**src/rtl/pipeline_sequencer.sv**
```systemverilog
// Instruction pipe registers (Fetch, RF Read, Execute, Writeback) with the per-cycle
// advance / hold / freeze schedule, branch wait FSM and performance counters.
module pipeline_sequencer #(
    parameter int CNT_W  = 32,
    parameter int BR_BIT = 3
) (
    input  logic                 clk,
    input  logic                 reset,
    input  logic                 fetch_valid,
    input  logic [15:0]          fetch_inst,
    input  logic                 hazard_hold,
    input  logic                 mem_busy,
    input  logic                 br_taken,
    input  logic                 cnt_clr,
    output logic [4:1][15:0]     inst_ipipe,
    output logic [3:0]           valid_ipipe,
    output logic                 pc_enable,
    output logic                 br_resolve,
    output logic [CNT_W-1:0]     retired_cnt,
    output logic [CNT_W-1:0]     stall_cnt,
    output logic [CNT_W-1:0]     branch_cnt
);

    // state     | meaning
    // ST_RUN    | stage 1 accepts fetched instructions
    // ST_BR_WAIT| branch between RF Read and Execute; stage 1 takes bubbles
    localparam logic [0:0] ST_RUN     = 1'b0;
    localparam logic [0:0] ST_BR_WAIT = 1'b1;

    logic [0:0]          state_q, state_d;
    logic [4:1][15:0]    inst_q, inst_d;
    logic [4:1]          valid_q, valid_d;
    logic [CNT_W-1:0]    retired_q, retired_d;
    logic [CNT_W-1:0]    stall_q, stall_d;
    logic [CNT_W-1:0]    branch_q, branch_d;

    logic freeze, hold, advance, br_res_raw, br_enter;

    // Fetch redirect direction is handled by the fetch unit itself.
    logic unused_br_taken;
    assign unused_br_taken = br_taken;

    always_comb begin
        freeze     = mem_busy;
        hold       = !freeze && hazard_hold && valid_q[2];
        advance    = !freeze && !hold;
        br_res_raw = !freeze && valid_q[3] && inst_q[3][BR_BIT];
        br_enter   = advance && (state_q == ST_RUN) && valid_q[1] && inst_q[1][BR_BIT];

        inst_d  = inst_q;
        valid_d = valid_q;
        state_d = state_q;

        if (hold) begin
            inst_d[4]  = inst_q[3];
            valid_d[4] = valid_q[3];
            inst_d[3]  = 16'h0000;
            valid_d[3] = 1'b0;
        end else if (advance) begin
            inst_d[4]  = inst_q[3];
            valid_d[4] = valid_q[3];
            inst_d[3]  = inst_q[2];
            valid_d[3] = valid_q[2];
            inst_d[2]  = inst_q[1];
            valid_d[2] = valid_q[1];
            // The word behind a newly detected branch is squashed.
            if ((state_q == ST_RUN) && !br_enter) begin
                inst_d[1]  = fetch_inst;
                valid_d[1] = fetch_valid;
            end else begin
                inst_d[1]  = 16'h0000;
                valid_d[1] = 1'b0;
            end
        end

        if (br_enter) begin
            state_d = ST_BR_WAIT;
        end else if (br_res_raw) begin
            state_d = ST_RUN;
        end
    end

    always_comb begin
        retired_d = retired_q;
        stall_d   = stall_q;
        branch_d  = branch_q;
        if (cnt_clr) begin
            retired_d = '0;
            stall_d   = '0;
            branch_d  = '0;
        end else begin
            if (valid_q[4] && !freeze) retired_d = retired_q + CNT_W'(1);
            if (freeze || hold)        stall_d   = stall_q + CNT_W'(1);
            if (br_res_raw)            branch_d  = branch_q + CNT_W'(1);
        end
    end

    always_ff @(posedge clk or negedge reset) begin
        if (!reset) begin
            state_q   <= ST_RUN;
            inst_q    <= '0;
            valid_q   <= '0;
            retired_q <= '0;
            stall_q   <= '0;
            branch_q  <= '0;
        end else begin
            state_q   <= state_d;
            inst_q    <= inst_d;
            valid_q   <= valid_d;
            retired_q <= retired_d;
            stall_q   <= stall_d;
            branch_q  <= branch_d;
        end
    end

    assign inst_ipipe  = inst_q;
    assign valid_ipipe = valid_q;
    assign retired_cnt = retired_q;
    assign stall_cnt   = stall_q;
    assign branch_cnt  = branch_q;
    assign br_resolve  = reset && br_res_raw;
    assign pc_enable   = reset && (((state_q == ST_RUN) && advance) || br_res_raw);

endmodule

```
**config.mk**
```make
export PLATFORM = sky130hd
export DESIGN_NAME = pipeline_sequencer
export DESIGN_NICKNAME = d
export VERILOG_FILES = /design/src/rtl/pipeline_sequencer.sv
export SDC_FILE = /design/constraint.sdc
export NUM_CORES = 1
export LEC_CHECK = 0
export ABC_AREA = 1
export BUFFER_PORTS_ARGS = -buffer_cell sky130_fd_sc_hd__buf_2
export CORE_MARGIN = 5
export CORE_UTILIZATION = 30
export CTS_CLUSTER_DIAMETER = 50
export DETAILED_ROUTE_END_ITERATION = 10
export GPL_ROUTABILITY_DRIVEN = 0
export PLACE_DENSITY = 0.56
export SLEW_MARGIN = 25
export SYNTH_ARGS = -nofsm -noshare
export SYNTH_HDL_FRONTEND = slang
export SYNTH_SLANG_ARGS = --single-unit
```
**constraint.sdc**
```tcl
create_clock -name clk -period 2.2 [get_ports clk]
set_clock_uncertainty 0.1 [all_clocks]
set_input_delay 0.44 -clock clk [delete_from_list [all_inputs] [get_ports clk]]
set_output_delay 0.44 -clock clk [all_outputs]
set_load 0.1 [all_outputs]
```
---- Yosys cells after proc, flatten, opt, wreduce, memory -nomap -nowiden ----
Index checks and enable logic that the tools add are counted.
word-level totals
  output and inout port bits .............. 166
  memories kept ........................... 0
  input bits .............................. 23
  register bits after elaboration ......... 165
  latch bits .............................. 0
  bits in read-only memories .............. 0
  RAM bits ................................ 0
operators by class
  magnitude comparators ................... 0
  muxes and demuxes ....................... 14
  bitwise operators ....................... 2
  shift-type cells ........................ 0
  add/sub/neg operators ................... 3
  reduce and logical (&&, ||, !) cells .... 23
  divide/modulo/power cells ............... 0
  multiply operators ...................... 0
  equality and inequality tests ........... 0
operators by type and width
  kind                     number
  $mux W32                 7
  $add A32 B1 Y32 const B  3
  $mux W64                 1
  $mux W16                 1
  $logic_and A1 B1 Y1      12
  $reduce_bool A2 Y1       5
  $mux W4                  1
  $logic_not A1 Y1         3
  $mux W1                  3
  $logic_or A1 B1 Y1       2
  $mux W2                  1
  $not A1 Y1               2
  $reduce_and A2 Y1        1

---- Depth between registers and ports, before layout ----
Gate-level depths: netlist (run 1).
  word-level depth ........................ 13
  mapped depth ............................ 11

---- Worst setup path after synthesis (run 1) ----
OpenSTA, ideal clock, no wires.
  path type ............................... register to output
  start ................................... register inst_q, in the netlist inst_ipipe[35]
  end ..................................... output port br_resolve
  data arrival time ....................... 2.548 ns
  path buffers ............................ 0
  required time ........................... 1.660 ns
  setup slack ............................. -0.888 ns
  stages on the path, launching flop included .. 3
  cells stage by stage .................... dfrtp_1 -> nand3_4 -> nor2_1
between the ends
  longest elaborated chain between the ends .. 2
ends and longest elaborated chain
  what                      line  text
  start: declaration        31    logic [4:1][15:0] inst_q, inst_d;
  start signal: assignment  108   inst_q <= inst_d;
  $logic_and A1 B1 Y1       47    br_res_raw = !freeze && valid_q[3] && inst_q[3][BR_BIT];
  $logic_and A1 B1 Y1       121   assign br_resolve = reset && br_res_raw;
  end: declaration          18    output logic br_resolve,
No other way between the ends.

---- Final worst setup path (run 1) ----
  start ................................... input port reset
  end ..................................... output port br_resolve
between the ends
  longest elaborated chain between the ends .. 1
ends and longest elaborated chain
  what                 line  text
  start: declaration   8     input logic reset,
  $logic_and A1 B1 Y1  121
No other way between the ends.

==> results.ini, run 1 <==
[run_status]
status=complete, no violations

[critical_path]
slowest_delay_ns=0.57
critPathKind=in -> out
cp-start-kind=input pin
cp_max_fo=7
cp_slowest_cell=dlygate4sd3_1
path_cells=dlygate4sd3_1 -> buf_6 -> inv_1 -> nor2_4 -> buf_12
arrival_ns=1.54
cp-end-kind=primary output
worstPathRequired_ns=1.66
path_buf_inv=4
crit_family=buffers and inverters

[floorplanning]
die-area_mm2=0.0307
dieWidth_um=175
placement_rows=60
die_height_um=175
ioPinCount=189
start_util_pct=30.4
coreArea_mm2=0.0270

[global_route]
grt_pass1_vias=7439
grt_max_degree=60
gr-total-overflow=0
track_usage_pct=15.9
antenna_found_initial=0
grt_pass1_wl_um=39800

[synthesis]
synthAdderAreaFrac_pct=0.458
synth_seq_cells=165
synth_top_family_by_area=simple AND/OR/NAND/NOR gates
muxShareOfSynthArea_pct=0
ys_warn_count=0
syn_inst=1079
yosys.area_share.simple_pct=32.0
syn_avg_cell_area_um2=7.59
yosysSeqAreaShare_pct=50.4
synth_nets=1105
synth-compound-area-share_pct=9.85
synth_cell_type_count=35
synthXorXnorAreaFrac_pct=0.107
netlist_area_mm2=0.00819

[clock_network]
clock-root-buffer=clkbuf_16
cts_buffer_depth=2
clkLatencyLatePin_ns=0.43
cts_resized=0
numCtsBuffers=17
cts_tree=done
cts.clk_slew.worst_paths_ns=0.08
ctsHtreeMaxLevel=4
cts.sinks=165

[layout]
nNetsFinal=1308
fillers=2852
finalNonFillerCells=1636
syn_to_final_growth_pct=25.7
n_antenna_cell=0
final_cell_mix=nand2_1 (274), nor2_1 (196), buf_2 (184)
mostFrequentLayoutCell=nand2_1
drive_gt1_share_pct=21.9

[timing]
worst_slew_pin_slew_ns=0.846
max_freq_mhz=481
slew_viol_final=0
hold_ws_ns=0.142
fin_crit_sh_pct=94.5
fin_tns_setup_ns=0
hold_violations=0
setup_slack_ns=0.120
setup_viol=0
period_needed_ns=2.08
grt_setup_unrepaired=false
slew_headroom_pct=43.4

[routing]
ant_nets=0
drt_first_pass_iters=5
drtIter0Drc=452
drt-total-wl_um=24100
wl_per_cell_um=14.7
vias_per_cell=4.68
vias=7664
drcViolationCount=0

[placed_design]
hpwl_um=18000
dp_slack_ns=0.120
dp_cells=1599
io_buffers=187

[job]
drv_cap=0

[power]
power_density_mw_per_mm2=1120
power.leakage_nw=5.00
ir_worst_vdd_mv=0.965

[hold_path]
hp-class=in -> reg

[state kept, by name, indices dropped and copies added (netlist names)]
signal and count:
inst_ipipe 64, branch_cnt 32, retired_cnt 32, stall_cnt 32, valid_ipipe 4, state_q 1
[Yosys cell counts]
cell type	instances	area share [%]
a21boi_0	1	0.092
a21oi_1	55	3.4
nor2_1	197	9.0
o21a_1	1	0.092
nor3b_1	8	0.73
o21ai_0	92	5.6
a21oi_2	3	0.32
nor2_4	7	0.96
buf_1	5	0.23
nand2_4	4	0.55
nand4_1	6	0.46
nand3_2	3	0.37
ha_1	3	0.46
buf_6	4	0.55
clkbuf_1	13	0.60
clkinv_2	1	0.061
nor2_8	1	0.24
dfrtp_1	165	50
inv_2	3	0.14
nand2_2	1	0.076
nand2_1	274	13
o21bai_1	2	0.18
nor4_1	2	0.15
and3_1	1	0.076
xor2_1	1	0.11
nor2_2	6	0.46
and2_1	1	0.076
nand3_4	2	0.43
o22ai_1	1	0.076
a22o_1	1	0.11
nand3b_1	2	0.18
inv_1	115	5.3
nand3_1	79	4.8
buf_2	5	0.31
nor3_1	14	0.86
[worst paths after layout]
path                                                     to  slack, ns  cells past startpoint                       start
worst min register to register   inst_ipipe[51]$_DFFE_PN0P_       0.38                      2  inst_ipipe[51]$_DFFE_PN0P_
min in group asynchronous       retired_cnt[28]$_DFFE_PN0P_       0.55                      3                       reset
worst max register to register  retired_cnt[24]$_DFFE_PN0P_       0.33                      8  retired_cnt[1]$_DFFE_PN0P_
worst max-delay path                             br_resolve       0.12                      5                       reset
max in group asynchronous         stall_cnt[12]$_DFFE_PN0P_       0.25                      3                       reset
worst min-delay path             inst_ipipe[14]$_DFFE_PN0P_       0.14                      3              fetch_inst[14]
[power by group]
part           leakage (nW)  switching, mW  internal (mW)  total [mW]
Combinational          2.48           4.11          0.604        4.71
Clock                 0.293           1.50           1.55        3.05
Sequential             2.22          0.326           3.48        3.81
Total                  5.00           5.93           5.63        11.6
[logic make-up (layout without fill, tap and decap cells)]
logic type      count (synthesis)  count (layout)
xor+xnor                        1               1
simple gates                  608             608
buf+inv                       146             362
compound gates                156             156
flops                         165             165
fa+ha+maj                       3               3
[metrics by stage]
| stage | power, mW | utilization [%] | cell area, um2 |
|---|---|---|---|
| final | 11.6 | 38.2 | 10300 |
| after CTS | 11.7 | 38.1 | 10300 |
| after floorplan | 7.66 | - | 8220 |
| after global routing | 12.1 | 38.2 | 10300 |
| after global placement | 8.59 | 35.8 | 9650 |
| after detailed placement | 8.62 | 35.8 | 9650 |
[tightest hold or removal path, delay by kind of cell]
| kind | cells | cell delay (ns) |
|---|---|---|
| AOI/OAI and AO/OA | 1 | 0.06 |
| buffers and inverters | 1 | 0.07 |
| and+or+nand+nor | 1 | 0.06 |
[cell type report]
class	count	area (um2)	share of cell area, %
inverters	119	448	4.35
well taps	341	427	4.14
clock buffers	17	425	4.13
multi-input cells	768	3490	33.9
clock inverters	15	183	1.77
flip-flops and latches	165	4140	40.2
repair buffers	211	1180	11.5
[layer usage]
layer / wire length [um] / up-vias / global-route usage, %
met5: 0 / - / 0
met4: 271 / 0 / 3.60
met3: 1110 / 16 / 3.22
met2: 11200 / 160 / 25.9
met1: 11500 / 3629 / 21.8
li1: - / 3859 / -
[timing repair]
| item | 4_1_cts | 5_1_grt |
|---|---|---|
| endpoints found under the setup margin | 0 | 1 |
| endpoints found under the hold margin | 17 | 0 |
| buffers inserted | 0 | 3 |
| hold buffers | 2 | 0 |
No activity file was read; power rests on OpenSTA's default activity.
==> inputs of run 2 (changes only) <==
--- a/config.mk
+++ b/config.mk
@@ -12,6 +12,7 @@
 export CTS_CLUSTER_DIAMETER = 50
 export DETAILED_ROUTE_END_ITERATION = 10
 export GPL_ROUTABILITY_DRIVEN = 0
+export GPL_TIMING_DRIVEN = 0
 export PLACE_DENSITY = 0.56
 export SLEW_MARGIN = 25
 export SYNTH_ARGS = -nofsm -noshare
==> run 2 against run 1 <==
Net effect: the run now ends with hold timing left; sequential share of layout area hardly changed; via count is 0.23% lower; register-to-register slack worse by 0.04 ns; critical endpoint is now pc_enable; largest power group unchanged.
==> results.ini, run 2 (synthesis gave the netlist of run 1 again) <==
[clock_network]
clkLatencyLatePin_ns=0.43
cts_tree=done
ctsHtreeMaxLevel=4
cts.clk_slew.worst_paths_ns=0.08
clock-root-buffer=clkbuf_16
cts_buffer_depth=2
cts.sinks=165
numCtsBuffers=17

[timing]
fin_crit_sh_pct=96.6
max_freq_mhz=470
fin_tns_setup_ns=0
hold_ws_ns=-0.115
hold_violations=145
worst_slew_pin_slew_ns=0.825
slew_headroom_pct=45.0
setup_viol=0
setup_slack_ns=0.0742
period_needed_ns=2.13
slew_viol_final=0

[critical_path]
r2r_cells=9
cp_max_fo=10
crit_cells=6
arrival_ns=1.59
crit_family=flip-flops
path_cells=nand2_1 -> nand2_1 -> buf_6 -> nor2_8 -> o21a_4 -> buf_8
cp_slowest_cell=dfrtp_2
cpMostUsedCell=nand2_1
critPathKind=reg -> out
path_buf_inv=2
slowest_delay_ns=0.41
worstPathRequired_ns=1.66
cp-end-kind=primary output
cp-start-kind=register

[hold_path]
hp-class=in -> async

[global_route]
gr-total-overflow=0
grt_max_degree=80
track_usage_pct=16.6
grt_pass1_wl_um=41300
grt_pass1_vias=7580
antenna_found_initial=0

[floorplanning]
placement_rows=60
dieWidth_um=175
die_height_um=175
start_util_pct=30.4
ioPinCount=189
die-area_mm2=0.0307
coreArea_mm2=0.0270

[run_status]
status=finished, violations left
violations=hold timing

[placed_design]
io_buffers=185
dp_slack_ns=-0.232
placed_cell_area_mm2=0.00964
hpwl_um=19100

[layout]
n_antenna_cell=0
design_area_mm2=0.0103
syn_to_final_growth_pct=25.7
final_core_util_pct=38.2
final_cell_mix=nand2_1 (274), nor2_1 (196), buf_2 (187)
drive_gt1_share_pct=21.0
mostFrequentLayoutCell=nand2_1
nNetsFinal=1317
largest_reg_flops=64

[power]
sw_frac_of_total_pct=51.6
p_sw_mw=5.98
clockPowerShare_pct=26.4
power.leakage_nw=4.98
intPower_mw=5.62
comb_power_share_pct=40.7
power_density_mw_per_mm2=1130
p_seq_share_pct=32.9
ir_worst_vdd_mv=1.11

[routing]
drt-total-wl_um=25100
vias_per_cell=4.65
drtIter0Drc=398
drt_first_pass_iters=4
ant_nets=0
drcViolationCount=0
vias=7646
wl_per_cell_um=15.3

[job]
drv_cap=0

==> run 2: cell count changes in the layout (fill, tap and decap cells not counted), sizes merged <==
cell	delta
clkbuf	+13
clkinvlp	-1
inv	+1
buf	-4
==> run 2: power groups by stage <==
stage / combinational (mW) / clock (mW) / sequential [mW]
after floorplan: 0.607 / 0 / 7.05
after global placement: 4.70 / 0 / 3.87
after detailed placement: 4.74 / 0 / 3.88
after CTS: 4.75 / 3.13 / 3.83
after global routing: 4.90 / 3.27 / 3.89
final: 4.72 / 3.06 / 3.82
==> run 2: path summary, 6_finish.rpt <==
| path | startpoint | endpoint | slack (ns) |
|---|---|---|---|
| max | valid_ipipe[1]$_DFFE_PN0P_ | pc_enable | 0.07 |
| min | reset | inst_ipipe[10]$_DFFE_PN0P_ | -0.11 |
| max reg2reg | valid_ipipe[1]$_DFFE_PN0P_ | inst_ipipe[13]$_DFFE_PN0P_ | 0.29 |
| min reg2reg | inst_ipipe[54]$_DFFE_PN0P_ | inst_ipipe[54]$_DFFE_PN0P_ | 0.38 |
| max in group asynchronous | reset | valid_ipipe[2]$_DFFE_PN0P_ | 0.88 |
| min in group clk | fetch_inst[0] | inst_ipipe[0]$_DFFE_PN0P_ | 0.13 |
==> run 2: layout make-up <==
type                    count  area (um2)
plain buffers              26         133
clock buffers              17         425
clock inverters            15         176
fillers                  2888       16700
inverters                 119         448
multi-input cells         768        3490
flip-flops and latches    165        4140
well taps                 341         427
repair buffers            194        1060
==> run 2: per-layer routing <==
metal / vias to the layer above / track usage [%] / share of wire [%]
li1: 3861 / - / -
met3: 18 / 3.16 / 5.0
met2: 178 / 27.2 / 47
met5: - / 0 / 0
met1: 3589 / 22.7 / 47
met4: 0 / 3.93 / 0.99
==> run 2: what timing repair did <==
action	CTS	global route
pin swaps	2	1
hold buffers	1	2
gates resized for setup	3	1
cloned	0	0
setup buffers	1	3
endpoints found under the setup margin	2	1
endpoints found under the hold margin	20	136
==> run 2: stage by stage <==
stage	total power, mW	cells
2_1_floorplan	7.66	1079
3_3_place_gp	8.58	1605
3_5_place_dp	8.62	1607
4_1_cts	11.7	1640
5_1_grt	12.1	1645
6_report	11.6	1645
==> inputs of run 3 (changes only) <==
--- a/config.mk
+++ b/config.mk
@@ -13,7 +13,8 @@
 export DETAILED_ROUTE_END_ITERATION = 10
 export GPL_ROUTABILITY_DRIVEN = 0
 export GPL_TIMING_DRIVEN = 0
-export PLACE_DENSITY = 0.56
+export MAX_ROUTING_LAYER = met4
+export PLACE_DENSITY = 0.57
 export SLEW_MARGIN = 25
 export SYNTH_ARGS = -nofsm -noshare
 export SYNTH_HDL_FRONTEND = slang
==> constraint.sdc (replaced) <==
create_clock -name clk -period 1.8 [get_ports clk]
set_clock_uncertainty 0.1 [all_clocks]
set_input_delay 0.36 -clock clk [delete_from_list [all_inputs] [get_ports clk]]
set_output_delay 0.36 -clock clk [all_outputs]
set_load 0.1 [all_outputs]
==> run 3 against run 2 <==
Net effect: sequential cell count unchanged; non-clock buffer count increased by 20; first-iteration DRC count increased by 20%; cell area increased by 7.7%; combinational power increased by 27%; worst setup slack got worse by 0.38 ns; sequential power increased by 24%; the flow finishes with violations (setup timing); wire length increased by 7.4%; critical endpoint unchanged; via count increased by 3.7%.
==> results.ini, run 3 (synthesis gave the netlist of run 1 again) <==
[clock_network]
cts.sinks=165
cts.clk_slew.worst_paths_ns=0.08
ctsHtreeMaxLevel=4
cts_tree=done
numCtsBuffers=17
cts_buffer_depth=2
clkLatencyLatePin_ns=0.44
clock-root-buffer=clkbuf_16

[layout]
nNetsFinal=1339
mostFrequentLayoutCell=nand2_1
largest_reg_flops=64
fillers=2732
finalNonFillerCells=1667
final_cell_mix=nand2_1 (271), nor2_1 (187), buf_2 (149)
final_core_util_pct=41.2
syn_to_final_growth_pct=35.5
n_antenna_cell=0
drive_gt1_share_pct=30.1

[power]
ir_worst_vdd_mv=1.35
power.total_mw=14.8
power.leakage_nw=5.05
power_density_mw_per_mm2=1330

[floorplanning]
placement_rows=60
start_util_pct=30.4
coreArea_mm2=0.0270
die_height_um=175
ioPinCount=189
die-area_mm2=0.0307
dieWidth_um=175

[critical_path]
cp_max_fo=2
path_cells=nand2_2 -> nand2_2 -> buf_6 -> nor2_8 -> buf_6 -> o21a_4 -> buf_12
critPathKind=reg -> out
slowest_delay_ns=0.48
cp_slowest_cell=dfrtp_4
crit_start=valid_ipipe[1]$_DFFE_PN0P_
path_buf_inv=3
worstPathRequired_ns=1.34
r2r-start=valid_ipipe[1]$_DFFE_PN0P_
arrival_ns=1.65
cp-start-kind=register
cp-end-kind=primary output
crit_family=flip-flops

[global_route]
grt_pass1_vias=7978
antenna_found_initial=0
grt_max_degree=40
grt_pass1_wl_um=43500
track_usage_pct=18.2
gr-total-overflow=0

[timing]
slew_viol_final=0
fin_crit_sh_pct=117
slew_headroom_pct=49.3
setup_slack_ns=-0.308
hold_violations=0
period_needed_ns=2.11
grt_setup_unrepaired=true
worst_slew_pin_slew_ns=0.758
setup_viol=2
max_freq_mhz=474

[routing]
wl_per_cell_um=16.2
vias_per_cell=4.76
drt_first_pass_iters=5
drcViolationCount=0
ant_nets=0
drtIter0Drc=476
drt-total-wl_um=27000
vias=7929

[placed_design]
hpwl_um=19200
dp_cells=1607
dp_slack_ns=-0.767
io_buffers=185

[job]
drv_cap=0

[run_status]
status=finished, violations left
violations=setup timing

[hold_path]
hp-class=in -> async

## run 3: cell count changes in the layout (fill, tap and decap cells not counted), sizes merged
cell	change
clkbuf	+21
buf	-6
bufbuf	+4
clkinv	-2
inv	+2
nand3	+2
dlygate4sd3	+1
## run 3: final timing paths
kind                       slack [ns]                          to  cells after the start
setup / recovery                -0.31                   pc_enable                      7
hold / removal                   0.01    stall_cnt[8]$_DFFE_PN0P_                      5
setup reg to reg                 0.08   stall_cnt[15]$_DFFE_PN0P_                      9
hold reg to reg                  0.39  inst_ipipe[56]$_DFFE_PN0P_                      2
max in group asynchronous        0.31  retired_cnt[0]$_DFFE_PN0P_                      5
min in group clk                 0.05  inst_ipipe[55]$_DFFE_PN0P_                      2
## run 3: cell type report
class | instances | area, um2 | share of cell area (%)
buffer | 25 | 141 | 1.27
multi-input combinational | 770 | 3640 | 32.8
clock inverter | 15 | 228 | 2.05
inverter | 119 | 448 | 4.04
timing repair buffer | 215 | 1510 | 13.6
sequential | 165 | 4280 | 38.6
tap | 341 | 427 | 3.84
clock buffer | 17 | 425 | 3.83
## run 3: per-stage QoR
stage | setup TNS, ns | area [um2] | hold WS [ns]
6_report | -0.354 | 11100 | 0.0117
3_3_place_gp | -462.85 | 9750 | 0.366
3_5_place_dp | -7.69 | 9810 | 0.124
5_1_grt | -0.765 | 11100 | 0.0101
2_1_floorplan | -0.268 | 8390 | -0.0356
4_1_cts | -0.757 | 10900 | 0.00274
## run 3: routing by layer
| layer | global-route usage, % | vias to the layer above | routed length (um) |
|---|---|---|---|
| met3 | 4.69 | 16 | 1650 |
| met1 | 23.5 | 3780 | 12500 |
| met4 | 3.57 | 0 | 204 |
| li1 | - | 3927 | - |
| met2 | 29.2 | 206 | 12600 |
| met5 | - | - | 0 |
## run 3: power by group
| part | internal, mW | switching [mW] | total, mW | leakage (nW) |
|---|---|---|---|---|
| Combinational | 0.917 | 5.09 | 6.01 | 2.66 |
| Sequential | 4.27 | 0.446 | 4.72 | 2.08 |
| Clock | 1.98 | 2.05 | 4.03 | 0.314 |
| Total | 7.17 | 7.58 | 14.8 | 5.05 |
## run 3: what timing repair did
action	4_1_cts	5_1_grt
endpoints found under the setup margin	22	63
gates cloned	4	2
hold buffers	7	0
resized for setup	43	44
setup buffers	14	5
hold endpoints to repair	40	0
pin swaps	5	7
## run 3: worst min-delay path, cell delays in order
cell    delay (ns)
buf_12        0.08
buf_12        0.08
buf_12        0.09
buf_16        0.12
buf_16        0.16
